File: config.mk
export PLATFORM = sky130hd
export DESIGN_NAME = pipeline_inv_flat
export DESIGN_NICKNAME = d
export VERILOG_FILES = /design/src/rtl/pipeline_pkg.sv /design/src/rtl/pipeline_inv_if.sv /design/src/rtl/pipe_slice.sv /design/src/rtl/pipeline_inv.sv /design/src/flat_wrapper.sv
export SDC_FILE = /design/constraint.sdc
export NUM_CORES = 1
export LEC_CHECK = 0
export ABC_CLOCK_PERIOD_IN_PS = 14700
export BUFFER_PORTS_ARGS = -buffer_cell sky130_fd_sc_hd__buf_4
export CAP_MARGIN = 20
export CORE_ASPECT_RATIO = 0.75
export CORE_MARGIN = 1.5
export CORE_UTILIZATION = 55
export CTS_BUF_LIST = sky130_fd_sc_hd__clkbuf_16
export CTS_CLUSTER_SIZE = 8
export DETAILED_ROUTE_END_ITERATION = 8
export PLACE_DENSITY_LB_ADDON = 0.1
export SLEW_MARGIN = 30
export SYNTH_ARGS = -nofsm -noshare
export SYNTH_HDL_FRONTEND = slang
export SYNTH_HIERARCHICAL = 1
export SYNTH_SLANG_ARGS = --single-unit
File: constraint.sdc
create_clock -name clk -period 14.7 [get_ports clk]
set_input_delay 1.47 -clock clk [delete_from_list [all_inputs] [get_ports clk]]
set_output_delay 1.47 -clock clk [all_outputs]
set_load 0.01 [all_outputs]
File: src/rtl/pipeline_pkg.sv
// Shared constants of the forward map Y = (C_MUL1*X + C_ADD1)*C_MUL2 + C_ADD2.
// The forward block and the inverse pipeline import these constants from here.
// fwd_map() is the forward map evaluated on plain integers, for use by models.
package pipeline_pkg;

  localparam int C_MUL1 = 3;
  localparam int C_ADD1 = 5;
  localparam int C_MUL2 = 2;
  localparam int C_ADD2 = 7;

  function automatic int fwd_map(input int x);
    return (x * C_MUL1 + C_ADD1) * C_MUL2 + C_ADD2;
  endfunction

endpackage

File: src/rtl/pipeline_inv_if.sv
// Stream bundle around pipeline_inv.
//   in_valid/in_ready/Y                : forward-pipeline output entering the inverter
//   out_valid/out_ready/X/inv_err      : recovered value leaving the inverter
//   err_count                          : saturating inv_err transfer count
//                                        (present only with PIPE_INV_ERRCNT_EN)
// Modports: master = producer/consumer side (bench), slave = the inverter.
interface pipeline_inv_if #(
  parameter int W = 16
);
  logic                in_valid;
  logic                in_ready;
  logic signed [W-1:0] Y;
  logic                out_valid;
  logic                out_ready;
  logic signed [W-1:0] X;
  logic                inv_err;
`ifdef PIPE_INV_ERRCNT_EN
  logic [15:0]         err_count;

  modport master (
    output in_valid, Y, out_ready,
    input  in_ready, out_valid, X, inv_err, err_count
  );
  modport slave (
    input  in_valid, Y, out_ready,
    output in_ready, out_valid, X, inv_err, err_count
  );
`else
  modport master (
    output in_valid, Y, out_ready,
    input  in_ready, out_valid, X, inv_err
  );
  modport slave (
    input  in_valid, Y, out_ready,
    output in_ready, out_valid, X, inv_err
  );
`endif
endinterface

File: src/rtl/pipe_slice.sv
// One valid/ready register slice.
//   clk, rst_n           : clock, async active-low reset
//   valid_i/ready_o/data_i : upstream side
//   valid_o/ready_i/data_o : downstream side
// Loads whenever it is empty or its successor takes the current item, so
// bubbles collapse and a full pipe still streams one item per cycle.
module pipe_slice #(
  parameter int unsigned DW = 8
) (
  input  logic          clk,
  input  logic          rst_n,
  input  logic          valid_i,
  output logic          ready_o,
  input  logic [DW-1:0] data_i,
  output logic          valid_o,
  input  logic          ready_i,
  output logic [DW-1:0] data_o
);

  logic          valid_q;
  logic [DW-1:0] data_q;

  assign ready_o = !valid_q || ready_i;
  assign valid_o = valid_q;
  assign data_o  = data_q;

  always_ff @(posedge clk or negedge rst_n) begin
    if (!rst_n) begin
      valid_q <= 1'b0;
      data_q  <= '0;
    end else if (ready_o) begin
      valid_q <= valid_i;
      if (valid_i) begin
        data_q <= data_i;
      end
    end
  end

endmodule

File: src/rtl/pipeline_inv.sv
// Inverse of the forward map: X = ((Y - C_ADD2)/C_MUL2 - C_ADD1)/C_MUL1.
// Four pipe_slice stages with valid/ready backpressure; inv_err flags a Y that
// no X can produce (X is then don't-care).
//   clk, rst_n : clock, async active-low reset
//   bus        : pipeline_inv_if.slave (Y in, X/inv_err out, optional err_count)
// Optional feature macro: PIPE_INV_ERRCNT_EN adds the saturating err_count.
module pipeline_inv
  import pipeline_pkg::*;
#(
  parameter int W  = 16,
  parameter int GW = W + 2
) (
  input  logic                clk,
  input  logic                rst_n,
  pipeline_inv_if.slave       bus
);

  localparam logic signed [GW-1:0] KAdd2 = GW'(C_ADD2);
  localparam logic signed [GW-1:0] KAdd1 = GW'(C_ADD1);
  localparam logic signed [GW-1:0] KMul1 = GW'(C_MUL1);

  // Slice payloads are {value, err}.
  logic              v1, v2, v3;
  logic              r2, r3, r4;
  logic [GW:0]       s1_in, s1_q, s2_in, s2_q, s3_in, s3_q;
  logic [W:0]        s4_in, s4_q;

  logic signed [GW-1:0] y_ext, d1_in, d1_q, d2_in, d2_q, q_in, q_rem, q_q;
  logic                 e1_q, e2_q, e3_q;
  logic                 q_ovf;

  // S1: subtract the outer offset; an odd result cannot come out of the x2 stage.
  assign y_ext = {{(GW - W){bus.Y[W-1]}}, bus.Y};
  assign d1_in = y_ext - KAdd2;
  assign s1_in = {d1_in, d1_in[0]};

  pipe_slice #(.DW(GW + 1)) u_s1 (
    .clk     (clk),
    .rst_n   (rst_n),
    .valid_i (bus.in_valid),
    .ready_o (bus.in_ready),
    .data_i  (s1_in),
    .valid_o (v1),
    .ready_i (r2),
    .data_o  (s1_q)
  );

  assign d1_q = $signed(s1_q[GW:1]);
  assign e1_q = s1_q[0];

  // S2: halve (exact whenever e1 is clear) and remove the inner offset.
  assign d2_in = (d1_q >>> 1) - KAdd1;
  assign s2_in = {d2_in, e1_q};

  pipe_slice #(.DW(GW + 1)) u_s2 (
    .clk     (clk),
    .rst_n   (rst_n),
    .valid_i (v1),
    .ready_o (r2),
    .data_i  (s2_in),
    .valid_o (v2),
    .ready_i (r3),
    .data_o  (s2_q)
  );

  assign d2_q = $signed(s2_q[GW:1]);
  assign e2_q = s2_q[0];

  // S3: signed divide (truncates toward zero); any remainder means not invertible.
  assign q_in  = d2_q / KMul1;
  assign q_rem = d2_q % KMul1;
  assign s3_in = {q_in, e2_q | (q_rem != '0)};

  pipe_slice #(.DW(GW + 1)) u_s3 (
    .clk     (clk),
    .rst_n   (rst_n),
    .valid_i (v2),
    .ready_o (r3),
    .data_i  (s3_in),
    .valid_o (v3),
    .ready_i (r4),
    .data_o  (s3_q)
  );

  assign q_q  = $signed(s3_q[GW:1]);
  assign e3_q = s3_q[0];

  // S4: quotient fits in W bits only if its top GW-W+1 bits are all equal.
  assign q_ovf = !((&q_q[GW-1:W-1]) || !(|q_q[GW-1:W-1]));
  assign s4_in = {q_q[W-1:0], e3_q | q_ovf};

  pipe_slice #(.DW(W + 1)) u_s4 (
    .clk     (clk),
    .rst_n   (rst_n),
    .valid_i (v3),
    .ready_o (r4),
    .data_i  (s4_in),
    .valid_o (bus.out_valid),
    .ready_i (bus.out_ready),
    .data_o  (s4_q)
  );

  assign bus.X       = $signed(s4_q[W:1]);
  assign bus.inv_err = s4_q[0];

`ifdef PIPE_INV_ERRCNT_EN
  logic [15:0] err_count_q;

  always_ff @(posedge clk or negedge rst_n) begin
    if (!rst_n) begin
      err_count_q <= '0;
    end else if (bus.out_valid && bus.out_ready && bus.inv_err && (err_count_q != 16'hFFFF)) begin
      err_count_q <= err_count_q + 16'd1;
    end
  end

  assign bus.err_count = err_count_q;
`endif

endmodule

File: src/flat_wrapper.sv
// flat-port wrapper written by rule: the top's interface ports become plain ports
module pipeline_inv_flat import pipeline_pkg::*;
#(
  parameter int W  = 16,
  parameter int GW = W + 2
)
  (clk, rst_n, bus_in_valid, bus_Y, bus_out_ready, bus_in_ready, bus_out_valid, bus_X, bus_inv_err);
  pipeline_inv_if #(.W(W)) bus_i ();
  input  logic clk;
  input  logic rst_n;
  input wire logic [$bits(bus_i.in_valid)-1:0] bus_in_valid;
  input wire logic [$bits(bus_i.Y)-1:0] bus_Y;
  input wire logic [$bits(bus_i.out_ready)-1:0] bus_out_ready;
  output wire logic [$bits(bus_i.in_ready)-1:0] bus_in_ready;
  output wire logic [$bits(bus_i.out_valid)-1:0] bus_out_valid;
  output wire logic [$bits(bus_i.X)-1:0] bus_X;
  output wire logic [$bits(bus_i.inv_err)-1:0] bus_inv_err;
  assign bus_i.in_valid = bus_in_valid;
  assign bus_i.Y = bus_Y;
  assign bus_i.out_ready = bus_out_ready;
  assign bus_in_ready = bus_i.in_ready;
  assign bus_out_valid = bus_i.out_valid;
  assign bus_X = bus_i.X;
  assign bus_inv_err = bus_i.inv_err;
  pipeline_inv #(.W(W), .GW(GW)) u_core (.clk(clk), .rst_n(rst_n), .bus(bus_i));
endmodule
Word-level counts from Yosys, hierarchy flattened
Index checks and enable logic that the tools add are counted.
W data, S select, Z words.
Cells by class
  add/subtract/negate cells: 2
  divide/modulo/power cells: 2
  bitwise gates (word level): 2
  reductions and logical operators: 18
Operator list (number)
  $sub A16 B4 Y17 const B: 2
  $div A18 B3 Y18 const B: 1
  $mod A18 B3 Y18 const B: 1
  $reduce_bool A18 Y1: 1
  $reduce_and A2 Y1: 4
  $logic_not A1 Y1: 6
  $logic_or A1 B1 Y1: 5
  $reduce_and A3 Y1: 1
  $reduce_or A3 Y1: 1
  $or A1 B1 Y1: 2
Word-level totals
  register bits after elaboration: 76
  input bits: 20
  output and inout bits: 19
  logic and storage cells: 32

Depth between registers and ports, before layout
Gate-level depths: netlist of the first run.
  word-level depth: 6
  gate-level depth with buffers: 39
  gate-level depth less buffers: 34

Cells and area by module
Netlist of the first run, hierarchy kept.
Modules (own cells, without submodules)
  pipeline_inv: instances 1, cells an instance 530, area an instance 3492.1 µm²
  pipe_slice at u_core.u_s1 ...: instances 3, cells an instance 43, area an instance 794.5 µm²
  pipe_slice at u_core.u_s4: instances 1, cells an instance 39, area an instance 732.0 µm²

Worst setup path before layout of the first run
No wires, ideal clock.
  path kind: register to register
  start point: register u_core.u_s2.data_q[4] (netlist: u_core/u_s2/data_o[4])
  end point: register u_core.u_s3.data_q[0] (netlist: u_core/u_s3/data_o[0])
  setup time: 0.125 ns
  arrival time: 7.632 ns
  setup slack: 6.943 ns
  stages on the path, launching flop included: 36
  buffers on the path: 3
  clock period less this slack: 7.757 ns
  path through: dfrtp_1 or4_4 or4_4 o21ai_4 xor2_1 o31a_1 o22ai_2 buf_6 mux2_4 a21oi_2 nand2_2 a221o_1 or4_4 nand2_4 o21ai_1 a221o_1 buf_6 ha_1 clkbuf_1 a21oi_1 nand2_1 xnor2_1 inv_1 ha_1 nor2_1 and2_1 a221oi_4 inv_2 nor2_1 a21o_1 ha_1 inv_1 a221oi_1 nand3_1 a21o_1 mux2_2
Between the ends
  longest elaborated chain between the ends: 3
Ends and longest elaborated chain
  from (decl): RTL line pipe_slice.sv:21  | logic [DW-1:0] data_q;
  from (signal assigned): RTL line pipe_slice.sv:34  | data_q <= data_i;
  $mod A18 B3 Y18: RTL line pipeline_inv.sv:71  | assign q_rem = d2_q % KMul1;
  $reduce_bool A18 Y1: RTL line pipeline_inv.sv:72  | assign s3_in = {q_in, e2_q | (q_rem != '0)};
  $or A1 B1 Y1: RTL line pipeline_inv.sv:72
  net u_core.s3_in[0]: RTL line pipeline_inv.sv:25  | logic [GW:0] s1_in, s1_q, s2_in, s2_q, s3_in, s3_q;
  to (signal assigned): RTL line pipe_slice.sv:34
  to (decl): RTL line pipe_slice.sv:21
The timed path passes the listed nets, and every way through them passes these cells.
A chain may end at the register's enable or synchronous reset.

Worst setup path after layout of the first run
  start point: register u_core.u_s2.data_q[6] (netlist: u_core/u_s2/data_o[6])
  end point: register u_core.u_s3.data_q[17] (netlist: u_core/u_s3/data_o[17])
Between the ends
  longest elaborated chain between the ends: 1
Ends and longest elaborated chain
  $div A18 B3 Y18: RTL line pipeline_inv.sv:70  | assign q_in = d2_q / KMul1;
  net u_core.q_in[16]: RTL line pipeline_inv.sv:28  | logic signed [GW-1:0] y_ext, d1_in, d1_q, d2_in, d2_q, q_in, q_rem, q_q;
The timed path passes the listed nets, and every way through them passes these cells.

==> results of run 1 <==
==> area by class of cell <==
cell class	count	area (um^2)	share of cell area, %
Tap cell	162	203	2.78
Clock buffer	9	225	3.09
Inverter	16	60.1	0.824
Timing Repair Buffer	41	312	4.27
Sequential cell	77	1930	26.4
Multi-Input combinational cell	574	4420	60.6
Clock inverter	7	145	1.99
==> routing by layer <==
metal | share of wire, % | vias to the layer above | wire [um] | GRT usage [%]
met1 | 47 | 2657 | 7690 | 38.6
li1 | - | 2614 | - | -
met3 | 5.8 | 32 | 935 | 5.18
met5 | 0 | - | 0 | 0
met2 | 45 | 216 | 7300 | 40.3
met4 | 1.8 | 0 | 295 | 7.78
==> registers in the layout, summed over array words and instances, names as in the netlist <==
| name | flops |
|---|---|
| u_core/u_s2/valid_o | 1 |
| u_core/u_s1/data_o | 18 |
| u_core/u_s3/data_o | 19 |
| u_core/u_s4/valid_o | 1 |
| u_core/u_s4/data_o | 17 |
| u_core/u_s3/valid_o | 1 |
| u_core/u_s1/valid_o | 1 |
| u_core/u_s2/data_o | 19 |
==> layout by cell type (no fill, tap or decap), drive strengths merged, types with 3 or more instances in the layout <==
master and count:
a41o 3, mux2 77, o21ai 37, nand2 66, clkbuf 9, inv 18, nand2b 14, or3 9
or4 9, o31ai 4, a41oi 3, a221oi 5, o22ai 5, nand4 6, maj3 4, nor3 21
buf 41, o31a 4, a22oi 4, bufinv 4, and2 8, o41ai 4, a31oi 10, o221ai 5
nor2 56, a311oi 3, ha 8, or2 5, nand3 23, mux2i 8, xor2 35, xnor2 44
a211oi 14, nor4 10, a21o 8, a221o 3, a21oi 24, a21boi 3, o211ai 7, dfrtp 77
==> stage by stage <==
stage               hold slack (ns)  cells  util (%)  cell area, um^2
finish                        0.511    886      62.8             7290
global route                  0.524    886      62.8             7290
CTS                           0.512    886      62.7             7280
detailed placement            0.497    870      59.5             6910
global placement              0.485    870      59.5             6910
floorplan                     0.474    696         -             6570
==> worst max-delay path: cells and delay by family (launching register included) <==
kind	cells	cell delay, ns
AOI/OAI and AO/OA	11	3.68
xor gates and xnor gates	2	0.60
adders and majority gates	3	0.92
buffers and inverters	2	0.25
DFF	1	0.47
muxes	1	0.26
and+or+nand+nor	10	3.11
==> worst max path at each step <==
stage                                                 start                                 end  slack (ns)
final                     u_core/u_s2/data_o[6]$_DFFE_PN0P_  u_core/u_s3/data_o[17]$_DFFE_PN0P_        5.28
after detailed placement  u_core/u_s2/data_o[4]$_DFFE_PN0P_  u_core/u_s3/data_o[17]$_DFFE_PN0P_        5.58
after global routing      u_core/u_s2/data_o[8]$_DFFE_PN0P_  u_core/u_s3/data_o[13]$_DFFE_PN0P_        4.62
after floorplan           u_core/u_s2/data_o[4]$_DFFE_PN0P_   u_core/u_s3/data_o[0]$_DFFE_PN0P_        6.94
after global placement    u_core/u_s2/data_o[8]$_DFFE_PN0P_  u_core/u_s3/data_o[17]$_DFFE_PN0P_        5.85
after CTS                 u_core/u_s2/data_o[4]$_DFFE_PN0P_  u_core/u_s3/data_o[17]$_DFFE_PN0P_        5.47
==> impl_metrics.yaml, run 1 <==
worst_setup_path:
  cpPeakStageDelay_ns: 0.71
  setup.worst_path.class: "reg2reg"
  reg2reg_depth: 29
  rrSetupSlack_ns: 5.28
  setup.worst_path.end_class: "flip-flop"
  worstPathMaxFanout: 14
  required_ns: 14.92
  critPathLaunchType: "flip-flop"
  arrival_ns: 9.64
  r2r-end: "u_core/u_s3/data_o[17]$_DFFE_PN0P_"
  r2r_start: "u_core/u_s2/data_o[6]$_DFFE_PN0P_"
  cp_slowest_cell: "a211oi_2"
sta:
  fin_skew_ns: 0.00995
  setup_violations: 0
  finalSetupTns_ns: 0
  rsz0062_at_grt: "no"
  worst_pin_slew_ns: 0.947
  fin_crit_sh_pct: 64.1
  layout_setup_ws_ns: 5.28
  max_freq_mhz: 106
  max-slew-margin-rel_pct: 36.3
  maxSlewViolCount: 0
  period_minus_slack_ns: 9.42
  hold_violations: 0
synth:
  avgSynthCellArea_um2: 9.44
  yosys_warnings: 6
  synth.cell_area_um2: 6570
  synth_cells: 696
  synthesis.nets: 724
layout:
  layout-drive-gt1-share_pct: 24.2
  antenna_cells: 0
  fillers: 987
  syn_to_final_growth_pct: 10.9
  nets: 747
flow_run:
  maxCapViolCount: 0
clock_tree:
  cts_htree_levels: 3
  cts_buffers: 9
  cts_buffer_depth: 2
  cts_sinks: 77
  cts_setup_buffers: 0
  holdBufCountCts: 0
  clk_pin_slew_ns: 0.07
  cts_root_buf: "clkbuf_16"
  cts_tree: "yes"
  cts_resized: 0
  insertion_delay_ns: 0.34
hold_path:
  min_path_type: "reg2reg"
  whs_path_depth: 1
  min-delay-start: "u_core/u_s3/data_o[14]$_DFFE_PN0P_"
  min_to: "u_core/u_s3/data_o[14]$_DFFE_PN0P_"
global_routing:
  grt_pass1_vias: 5263
  grt_pass1_wl_mm: 27.1
  overflow: 0
  grt_start_max_net_pins: 78
  antenna_found_initial: 0
  grt_usage_pct: 26.7
detailed_routing:
  avgRoutedWirePerCell_um: 18.3
  drt_iter0_markers: 340
  vias_per_cell: 6.23
  vias: 5519
  ant_nets: 0
  drc: 0
  drt_wl_total_mm: 16.2
  first_pass_iters: 5
status:
  status: "finished, final reports clean"
floorplan:
  initial_core_util_pct: 56.6
  die_w_um: 129
  die_height_um: 97.7
  coreArea_um2: 11600
  rows: 34
  dieArea_um2: 12600
  io-pin-count: 39
place:
  port_buffers: 38
  dpl_worst_slack_ns: 5.58
  dp.final_hpwl_mm: 11.8
  gp_congestion: 0.960
Power of run 1 is left out: the tool's default activity adds up to more than one toggle a clock period on the data nets, which glitch-free logic cannot reach.
==> inputs of run 2 (changes only) <==
Settings changed: ABC_AREA set to 1, ABC_CLOCK_PERIOD_IN_PS 14700 to 8600.
Clock period 14.7 ns to 8.6 ns, I/O delays scaled along.
==> run 2 against run 1 <==
  * Final cell count is 14% higher
  * Clock skew fell by 0.0040 ns
  * Worst setup slack got worse by 4.4 ns
  * Synthesized area is 8.7% lower
  * Core utilization is 0.19 points lower
  * Final area down 10%
  * Sequential share of layout area rose by 3.1 points
  * Die area shrank 8.5%
  * Critical path depth up 34
  * Critical path type unchanged
==> impl_metrics.yaml, run 2 <==
global_routing:
  use_met1_pct: 33.9
  overflow: 0
  busiest_layer: "met2"
  grt_start_max_net_pins: 78
  grt_pass1_vias: 5043
  grt_use_met3_pct: 4.21
  grt_usage_pct: 24.1
  antenna_found_initial: 0
  met2_usage_pct: 38.8
  grt_pass1_wl_mm: 22.5
clock_tree:
  cts_buffers: 9
  cts_tree: "yes"
  insertion_delay_ns: 0.33
  cts_buffer_depth: 2
  cts_root_buf: "clkbuf_16"
  cts_htree_levels: 3
  holdBufCountCts: 0
  cts_resized: 0
  cts_setup_buffers: 0
  clk_pin_slew_ns: 0.06
  cts_sinks: 77
sta:
  setup_violations: 0
  worst_pin_slew_ns: 0.749
  period_minus_slack_ns: 7.69
  rsz0062_at_grt: "no"
  maxSlewViolCount: 0
  finalSetupTns_ns: 0
  hold_violations: 0
  max-slew-margin-rel_pct: 50.0
  fin_skew_ns: 0.00597
  fin_crit_sh_pct: 89.5
  max_freq_mhz: 130
worst_setup_path:
  worstPathMaxFanout: 6
  path_buf_inv: 5
  setup.worst_path.end_class: "flip-flop"
  arrival_ns: 7.91
  cpPeakStageDelay_ns: 0.44
  crit_path_frequent_cell: "nand3_1"
  setup.worst_path.class: "reg2reg"
  critPathLaunchType: "flip-flop"
  required_ns: 8.82
  crit_family: "simple AND/OR/NAND/NOR gates"
  cp_slowest_cell: "dfrtp_2"
detailed_routing:
  vias_per_cell: 5.22
  drt_iter0_markers: 346
  ant_nets: 0
  avgRoutedWirePerCell_um: 12.4
  drc: 0
  drt_wl_total_mm: 12.6
  first_pass_iters: 5
  vias: 5278
hold_path:
  min_path_type: "reg2reg"
layout:
  antenna_cells: 0
  syn_to_final_growth_pct: 9.03
  mostFrequentLayoutCells: "nand2_1, nand3_1, inv_1, dfrtp_1, nor2_1"
  layout-drive-gt1-share_pct: 16.2
  nets: 898
  fillers: 958
  final_common_cell: "nand2_1"
  multi_input_area_um2: 3450
  regArea_um2: 1930
synth:
  synth.cell_area_um2: 6000
  synthesis.nets: 875
  synth_cells: 847
  avgSynthCellArea_um2: 7.08
  yosys_warnings: 6
floorplan:
  rows: 32
  io-pin-count: 39
  initial_core_util_pct: 57.4
  die_w_um: 124
  dieArea_um2: 11500
  coreArea_um2: 10500
  die_height_um: 93.4
status:
  status: "finished, final reports clean"
place:
  gp_congestion: 0.835
  dp.final_hpwl_mm: 9.45
  port_buffers: 38
flow_run:
  maxCapViolCount: 0
==> run 2: final cells by class <==
class                   count  share of cell area, %
well taps                 136                   2.60
clock buffers               9                   3.44
inverters                 101                   5.80
multi-input cells         641                   52.8
clock inverters             7                   1.24
flip-flops and latches     77                   29.5
repair buffers             40                   4.65
==> run 2: final timing paths <==
check / startpoint / endpoint / slack, ns / depth (start not counted)
min: u_core/u_s4/data_o[11]$_DFFE_PN0P_ / u_core/u_s4/data_o[11]$_DFFE_PN0P_ / 0.47 / 2
min in group asynchronous: rst_n / u_core/u_s1/data_o[18]$_DFFE_PN0P_ / 0.55 / 1
max reg2reg: u_core/u_s2/data_o[1]$_DFFE_PN0P_ / u_core/u_s3/data_o[0]$_DFFE_PN0P_ / 0.91 / 63
min reg2reg: u_core/u_s4/data_o[11]$_DFFE_PN0P_ / u_core/u_s4/data_o[11]$_DFFE_PN0P_ / 0.47 / 2
max: u_core/u_s2/data_o[1]$_DFFE_PN0P_ / u_core/u_s3/data_o[0]$_DFFE_PN0P_ / 0.91 / 63
max in group asynchronous: rst_n / u_core/u_s2/data_o[1]$_DFFE_PN0P_ / 7.56 / 1
==> run 2: through the flow <==
step | area (um^2) | hold WS (ns) | utilization [%] | instances | setup slack, ns
6_report | 6540 | 0.470 | 62.6 | 1011 | 0.907
5_1_grt | 6540 | 0.499 | 62.6 | 1011 | 0.0117
4_1_cts | 6510 | 0.478 | 62.3 | 1011 | 0.811
3_5_place_dp | 6200 | 0.461 | 59.3 | 995 | 0.854
3_3_place_gp | 6200 | 0.457 | 59.3 | 995 | 1.15
2_1_floorplan | 6000 | 0.442 | - | 847 | 1.89
==> run 2: worst register-to-register path: cells and delay by family, from the launching register on <==
kind | cells | cell delay (ns)
AOI/OAI and AO/OA | 3 | 0.44
adders and majority gates | 4 | 0.90
buffers and inverters | 5 | 0.37
DFF | 1 | 0.44
and+or+nand+nor | 51 | 5.44
==> run 2: layer usage <==
metal | wire, um | vias to the layer above
met5 | 0 | -
met3 | 342 | 9
met1 | 6540 | 2481
met4 | 117 | 0
li1 | - | 2719
met2 | 5560 | 69
Power of run 2 is left out for the same reason.
